===== src/rtl/gemm_pkg.sv =====
// Shared definitions for the GEMM operand-alignment path.
package gemm_pkg;

    // Shift amount emitted for a zero-exponent lane (flushes the mantissa).
    localparam int unsigned ZERO_SHIFT = 9;

    // Exponent lanes per vector.
    localparam int unsigned LANES = 4;

    // Alignment sequencer phases.
    typedef enum logic {
        ST_COLLECT = 1'b0,
        ST_REPLAY  = 1'b1
    } state_t;

endpackage : gemm_pkg


===== src/rtl/exp_offset.sv =====
// Per-lane right-shift amount for mantissa alignment against a block max.
// Ports:
//   exp_vec  : LANES packed lane exponents, lane i at [expWidth*i +: expWidth]
//   max_exp  : block maximum exponent (>= every nonzero lane)
//   offset_c : per-lane shift, ZERO_SHIFT for zero lanes, else max_exp - exp
module exp_offset
    import gemm_pkg::*;
#(
    parameter int unsigned expWidth = 4
) (
    input  logic [LANES*expWidth-1:0] exp_vec,
    input  logic [expWidth-1:0]       max_exp,
    output logic [LANES*expWidth-1:0] offset_c
);

    // Zero exponents mark zero operands; everything else aligns to the max.
    always_comb begin
        offset_c = '0;
        for (int unsigned i = 0; i < LANES; i++) begin
            if (exp_vec[i*expWidth +: expWidth] == '0) begin
                offset_c[i*expWidth +: expWidth] = expWidth'(ZERO_SHIFT);
            end else begin
                offset_c[i*expWidth +: expWidth] = max_exp - exp_vec[i*expWidth +: expWidth];
            end
        end
    end

endmodule : exp_offset


===== src/rtl/exp_align_ctrl.sv =====
// Block-floating-point alignment sequencer: collects a tile of TILE_LEN
// exponent vectors while tracking the tile max exponent, then replays the
// tile emitting per-lane right-shift amounts.
// Ports:
//   clk, rst_n  : clock, asynchronous active-low reset
//   abort       : synchronous discard of the current tile (beats handshakes)
//   in_valid/in_ready/in_exp         : exponent vector input
//   out_valid/out_ready/out_offset   : per-lane shift output
//   out_max_exp : tile max exponent, out_last : final vector of tile
//   busy        : replaying, or a tile is partially collected
module exp_align_ctrl
    import gemm_pkg::*;
#(
    parameter int unsigned expWidth = 4,
    parameter int unsigned TILE_LEN = 8
) (
    input  logic                      clk,
    input  logic                      rst_n,
    input  logic                      abort,
    input  logic                      in_valid,
    output logic                      in_ready,
    input  logic [LANES*expWidth-1:0] in_exp,
    output logic                      out_valid,
    input  logic                      out_ready,
    output logic [LANES*expWidth-1:0] out_offset,
    output logic [expWidth-1:0]       out_max_exp,
    output logic                      out_last,
    output logic                      busy
);

    localparam int unsigned VEC_W = LANES * expWidth;
    localparam int unsigned PTR_W = (TILE_LEN > 1) ? $clog2(TILE_LEN) : 1;
    localparam logic [PTR_W-1:0] LAST_IDX = PTR_W'(TILE_LEN - 1);

    state_t               state_q;
    state_t               state_d;
    logic [PTR_W-1:0]     wr_ptr;
    logic [PTR_W-1:0]     rd_ptr;
    logic [expWidth-1:0]  max_reg;
    logic [expWidth-1:0]  vmax;
    logic [expWidth-1:0]  lane;
    logic                 in_fire;
    logic                 out_fire;
    logic                 wr_last;
    logic                 rd_last;
    logic [VEC_W-1:0]     tile_buf [TILE_LEN];

    assign wr_last = (wr_ptr == LAST_IDX);
    assign rd_last = (rd_ptr == LAST_IDX);

    // Max over the incoming lanes; zero lanes never win since the seed is 0.
    always_comb begin
        vmax = '0;
        lane = '0;
        for (int unsigned i = 0; i < LANES; i++) begin
            lane = in_exp[i*expWidth +: expWidth];
            if (lane > vmax) begin
                vmax = lane;
            end
        end
    end

    // Next-state and handshake qualification; abort overrides everything.
    always_comb begin
        state_d  = state_q;
        in_fire  = 1'b0;
        out_fire = 1'b0;
        case (state_q)
            ST_COLLECT: begin
                in_fire = in_valid && !abort;
                if (in_fire && wr_last) begin
                    state_d = ST_REPLAY;
                end
            end
            ST_REPLAY: begin
                out_fire = out_ready && !abort;
                if (out_fire && rd_last) begin
                    state_d = ST_COLLECT;
                end
            end
        endcase
        if (abort) begin
            state_d = ST_COLLECT;
        end
    end

    // State register.
    always_ff @(posedge clk or negedge rst_n) begin
        if (!rst_n) begin
            state_q <= ST_COLLECT;
        end else begin
            state_q <= state_d;
        end
    end

    // Pointers and running max; the first accept of a tile re-seeds the max.
    always_ff @(posedge clk or negedge rst_n) begin
        if (!rst_n) begin
            wr_ptr  <= '0;
            rd_ptr  <= '0;
            max_reg <= '0;
        end else if (abort) begin
            wr_ptr <= '0;
            rd_ptr <= '0;
        end else begin
            if (in_fire) begin
                wr_ptr  <= wr_last ? '0 : wr_ptr + PTR_W'(1);
                max_reg <= ((wr_ptr == '0) || (vmax > max_reg)) ? vmax : max_reg;
                if (wr_last) begin
                    rd_ptr <= '0;
                end
            end
            if (out_fire) begin
                rd_ptr <= rd_last ? '0 : rd_ptr + PTR_W'(1);
            end
        end
    end

    // Tile storage; contents are don't-care until written.
    always_ff @(posedge clk) begin
        if (in_fire) begin
            tile_buf[wr_ptr] <= in_exp;
        end
    end

    exp_offset #(
        .expWidth (expWidth)
    ) u_exp_offset (
        .exp_vec  (tile_buf[rd_ptr]),
        .max_exp  (max_reg),
        .offset_c (out_offset)
    );

    assign in_ready    = (state_q == ST_COLLECT);
    assign out_valid   = (state_q == ST_REPLAY);
    assign out_max_exp = max_reg;
    assign out_last    = out_valid && rd_last;
    assign busy        = (state_q == ST_REPLAY) || (wr_ptr != '0);

endmodule : exp_align_ctrl


===== config.mk =====
export PLATFORM = sky130hd
export DESIGN_NAME = exp_align_ctrl
export DESIGN_NICKNAME = d
export VERILOG_FILES = /design/src/rtl/gemm_pkg.sv /design/src/rtl/exp_offset.sv /design/src/rtl/exp_align_ctrl.sv
export SDC_FILE = /design/constraint.sdc
export NUM_CORES = 1
export LEC_CHECK = 0
export ABC_AREA = 1
export BUFFER_PORTS_ARGS = -buffer_cell sky130_fd_sc_hd__buf_2
export CAP_MARGIN = 20
export CELL_PAD_IN_SITES_DETAIL_PLACEMENT = 0
export CELL_PAD_IN_SITES_GLOBAL_PLACEMENT = 1
export CORE_UTILIZATION = 50
export DETAILED_ROUTE_END_ITERATION = 10
export GPL_ROUTABILITY_DRIVEN = 1
export PLACE_DENSITY = 0.89
export SKIP_CTS_REPAIR_TIMING = 1
export SYNTH_ARGS = -nofsm -noshare
export SYNTH_HDL_FRONTEND = slang
export SYNTH_HIERARCHICAL = 1
export SYNTH_SLANG_ARGS = --single-unit

===== constraint.sdc =====
create_clock -name clk -period 4.96 [get_ports clk]
set_input_delay 0.248 -clock clk [delete_from_list [all_inputs] [get_ports clk]]
set_output_delay 0.248 -clock clk [all_outputs]
set_load 0.1 [all_outputs]

======== After elaboration in Yosys (flattened, before gate mapping) ========
Memories as Yosys holds them, arrays and structs flattened.
Cells that the tools add are included.
storage, ports and cells
  bits in registers ....................... 11
  memory bits (writable) .................. 128
  input bits .............................. 21
  output and inout bits ................... 24
  word-level logic and storage cells ...... 63
  memories ................................ 1
operators by class
  $add $sub $neg .......................... 6
  magnitude comparators ................... 5
  eq/ne operators ......................... 2
  muxes and demuxes ....................... 24
  bitwise gates (word level) .............. 2
  reductions and logical operators ........ 19
memory list
  memory    depth  width  read ports  clocked after Yosys merged registers in  write ports  RTL line              source
  tile_buf  8      16     1           0                                        1            exp_align_ctrl.sv:46  logic [VEC_W-1:0] tile_buf [TILE_LEN];
operator list
  cell                                                           count
  two-way mux 4 bit                                              8
  two-way mux 3 bit                                              8
  greater-than comparator 4 bit                                  4
  logical NOT 4 bit                                              4
  subtractor 4 bit                                               4
  nonzero test 3 bit                                             3
  two-way mux 1 bit                                              7
  adder 3 x 1 -> 3 bit, second input constant                    2
  == test 3 bit, second input constant                           2
  logical AND 1 bit                                              5
  greater-than comparator 4 x 1 -> 1 bit, second input constant  1
  logical NOT 3 bit                                              1
  AND reduction 3 bit                                            1
  logical OR 1 bit                                               2
  inverter 1 bit                                                 2
  one-hot mux 1 bit (2 select lines)                             1
  AND reduction 2 bit                                            1
  nonzero test 2 bit                                             1
  logical NOT 1 bit                                              1

======== Depth between registers and ports, before layout ========
  depth after elaboration ................. 11
  mapped depth ............................ 36
  gate-level depth less buffers ........... 36

======== Cells and area by module ========
The synthesis kept the hierarchy.
by module, submodules not included
  module          instances  cells an instance  area an instance (sq um)  sequential area each (sq um)
  exp_align_ctrl  1          547                6178.4                    4119.0
  exp_offset      1          103                621.8                     0.0

======== Least setup slack after synthesis ========
Ideal clock, no wire load.
  path kind ............................... in2reg
  start point ............................. input port in_exp[1]
  end point ............................... register max_reg[1] (netlist: out_max_exp[1])
  library setup time ...................... 0.120 ns
  arrival time ............................ 4.304 ns
  data required time ...................... 4.840 ns
  path slack .............................. 0.535 ns
  cell stages on the path ................. 31
  path buffers ............................ 0
  cell sequence ........................... inv_1 ha_1 nand2_1 nand2_1 nand2_1 nand2_2 nand2_4 o21ai_0 inv_1 ha_1 nand2_2 nor2_4 nand2_2 nand2_4 nand3_1 and2_1 ha_1 nand2_1 o21ai_0 nand2_1 or2_2 and2_1 ha_1 nand2_1 o21bai_1 nand2_1 o21ai_0 a21oi_1 inv_1 nand2_1 nand2_1
between the ends
  cells in the longest elaborated chain, start to end .. 11
RTL lines
  element                                   RTL line               source
  start, declared                           exp_align_ctrl.sv:22   input logic [LANES*expWidth-1:0] in_exp,
  greater-than comparator 4 x 1 -> 1 bit    exp_align_ctrl.sv:57   if (lane > vmax) begin
  two-way mux 4 bit (*)                     exp_align_ctrl.sv:57
  greater-than comparator 4 bit             exp_align_ctrl.sv:57
  two-way mux 4 bit (*)                     exp_align_ctrl.sv:57
  greater-than comparator 4 bit             exp_align_ctrl.sv:57
  two-way mux 4 bit (*)                     exp_align_ctrl.sv:57
  greater-than comparator 4 bit             exp_align_ctrl.sv:57
  two-way mux 4 bit (*)                     exp_align_ctrl.sv:57
  net vmax[3]                               exp_align_ctrl.sv:40   logic [expWidth-1:0] vmax;
  greater-than comparator 4 bit (*)         exp_align_ctrl.sv:108  max_reg <= ((wr_ptr == '0) || (vmax > max_reg)) ? vmax : max_reg;
  logical OR 1 bit (*)                      exp_align_ctrl.sv:108
  AND reduction 3 bit (no source line) (*)  --
  end signal, assigned                      exp_align_ctrl.sv:108
  end, declared                             exp_align_ctrl.sv:39   logic [expWidth-1:0] max_reg;
Mark *: on every way through the listed nets, which the timed path passes. The rest lies on a longest branch.
A chain may end at the register's enable or synchronous reset.

======== Worst setup path in the final report ========
  start point ............................. input port in_exp[2]
  end point ............................... register max_reg[1] (netlist: out_max_exp[1])
Same word-level chain as after synthesis.

==> reports/metrics.yaml <==
drive_above_1_share: 0.1704
p_per_area_nw_per_um2: 527.5
grt_pass1_wl_um: 25310
final_common_cell: "edfxtp_1"
critPathBufInv: 5
final_cell_mix: "edfxtp_1 (128), nor2_1 (127), nand2_1 (71), o21ai_0 (71), inv_1 (57)"
cts_buffers: 17
grt_util_all_layers: 0.2415
ys_seq_area_frac: 0.6057
reg2reg_slack_ns: 2.98
cp.required_ns: 5.27
vias_per_cell: 5.543
report.final.slew_viol_count: 0
cts_root_buffer: "clkbuf_16"
startpoint_type: "input pin"
finClkSkew_ns: 0.004753
synth_nets: 706
fin_area_sq_um: 7869
cp_max_fo: 10
synth_seq_cells: 139
place_congestion: 0.9935
outcome: "complete, no violations"
slowest_stage: "ha_1"
relSlewSlack: 0.4575
io_pins: 45
worstMarginPinSlew_ns: 0.8128
crit_family: "simple AND/OR/NAND/NOR gates"
synth_cell_types: 30
placed_area_sq_um: 7284
area_delta_synth_final_pct: 15.71
worst_path_most_repeated_cell: "nand2_1"
routedWlPerCell_um: 17.80
drtAntennaViolNets: 0
overflow: 0
p_leak_nw: 3.212
die_h_um: 118.6
start_util: 0.5135
clock.fmax_ghz: 0.2268
diodes: 0
wl_um: 15980
fin_nets: 765
cts_buffer_depth: 2
nFillCells: 1077
irDropWorstVdd_mv: 0.3407
setup_viol: 0
htreeDepth: 4
rsz0062_at_grt: "false"
drcViolationCount: 0
crit_path_end_kind: "register"
worstHoldPathType: "in -> reg"
port_buffers: 44
netlist_area_sq_um: 6800
finalCritPeriodShare: 0.8889
tns_ns: 0
arrival_ns: 4.72
critPathMaxStageDelay_ns: 0.31
dr.pass1.iters: 6
worst-setup-path-type: "in -> reg"
antenna_found_initial: 0
cts_tree: "yes"
grt_max_degree: 41
clkLatencyLatePin_ns: 0.42
dpl.hpwl_um: 10460
cap_violations: 0
drt-initial-drc-count: 444
hold_viol: 0
clock_sinks: 139
yosysWarnings: 6
clkTransAtPathRegs_ns: 0.06
die-area_sq_um: 14070
postSynthAreaPerCell_sq_um: 10.46
netlist_instances: 650
die_w_um: 118.6
layout_min_cycle_time_ns: 4.409
rows: 42
core_area_sq_um: 13240
grt_pass1_vias: 4903
vias: 4978
registers in the layout (all words and copies together), names as in the netlist:
| register | cells |
|---|---|
| tile_buf | 128 |
| out_max_exp | 4 |
| rd_ptr | 3 |
| wr_ptr | 3 |
| out_valid | 1 |
logic make-up (layout without fill, tap and decap cells):
family                   Yosys count  in the layout  synth area share
XOR/XNOR                           4              4          0.005151
AND/OR/NAND/NOR                  263            263            0.1737
flip-flops                       139            139            0.6057
adder cells (fa/ha/maj)           35             35           0.06881
buffers and inverters             87            159           0.04839
AO/OA/AOI/OAI                    122            122           0.09825
path summary, 6_finish.rpt:
| path | startpoint | endpoint | cells after the start |
|---|---|---|---|
| worst max-delay path | in_exp[2] | out_max_exp[1] | 32 |
| worst min-delay path | out_ready | out_valid | 2 |
| worst max register to register | out_max_exp[3] | out_max_exp[1] | 10 |
| worst min register to register | out_max_exp[0] | out_max_exp[0] | 2 |
| max in group asynchronous | rst_n | rd_ptr[0] | 2 |
| min in group asynchronous | rst_n | wr_ptr[0] | 2 |
power by group:
group / internal (mW) / leakage (nW) / switching, mW
clock: 0.732 / 0.268 / 0.465
combinational: 0.324 / 1.64 / 1.27
sequential: 1.32 / 1.30 / 0.0480
layout make-up:
cell class / count / area, sq um / share of cell area
flip-flops and latches: 139 / 4120 / 0.5236
multi-input cells: 424 / 2356 / 0.2994
clock buffers: 19 / 432.9 / 0.05502
repair buffers: 64 / 375.4 / 0.04770
inverters: 63 / 236.5 / 0.03005
well taps: 176 / 220.2 / 0.02799
clock inverters: 13 / 127.6 / 0.01622
cell usage after synthesis:
library cell | number | area share
edfxtp_1 | 128 | 0.57
nor2_1 | 127 | 0.070
nand2_1 | 71 | 0.039
o21ai_0 | 71 | 0.052
inv_1 | 57 | 0.031
ha_1 | 31 | 0.057
nand3_1 | 29 | 0.021
clkbuf_1 | 21 | 0.012
a31oi_1 | 20 | 0.018
o22ai_1 | 19 | 0.017
dfrtp_1 | 11 | 0.040
nand2_2 | 10 | 0.0092
a21oi_1 | 9 | 0.0066
nand3_2 | 8 | 0.012
and2_1 | 5 | 0.0046
fa_1 | 4 | 0.012
inv_2 | 4 | 0.0022
xnor2_1 | 4 | 0.0052
nand2_4 | 3 | 0.0050
nand3b_1 | 3 | 0.0033
or2_2 | 3 | 0.0028
buf_2 | 2 | 0.0015
clkinv_1 | 2 | 0.0011
o21bai_1 | 2 | 0.0022
a221oi_1 | 1 | 0.0013
buf_1 | 1 | 0.00055
nand3b_4 | 1 | 0.0029
nand4_1 | 1 | 0.00092
nor2_2 | 1 | 0.00092
nor2_4 | 1 | 0.0017
per-stage QoR:
| step | total power [mW] | hold slack (ns) | instances | utilization | setup WS, ns |
|---|---|---|---|---|---|
| CTS | 4.156 | -0.3097 | 896 | 0.5924 | 0.4780 |
| finish | 4.151 | 0.02409 | 898 | 0.5942 | 0.5512 |
| global placement | 2.926 | 0.1272 | 864 | 0.5501 | 0.2978 |
| floorplan | 2.681 | -0.04759 | 650 | - | 0.5354 |
| detailed placement | 2.969 | 0.1346 | 864 | 0.5501 | 0.05358 |
| global route | 4.316 | 0.03009 | 898 | 0.5942 | 0.08444 |
metal layers:
layer	up-vias	GRT usage	part of all wire
met5	-	0	0
met4	0	0.08070	0.020
met3	28	0.04778	0.054
met2	160	0.4115	0.50
met1	2423	0.3079	0.42
li1	2367	-	-
Note: power is estimated with default switching activity, not from simulation.
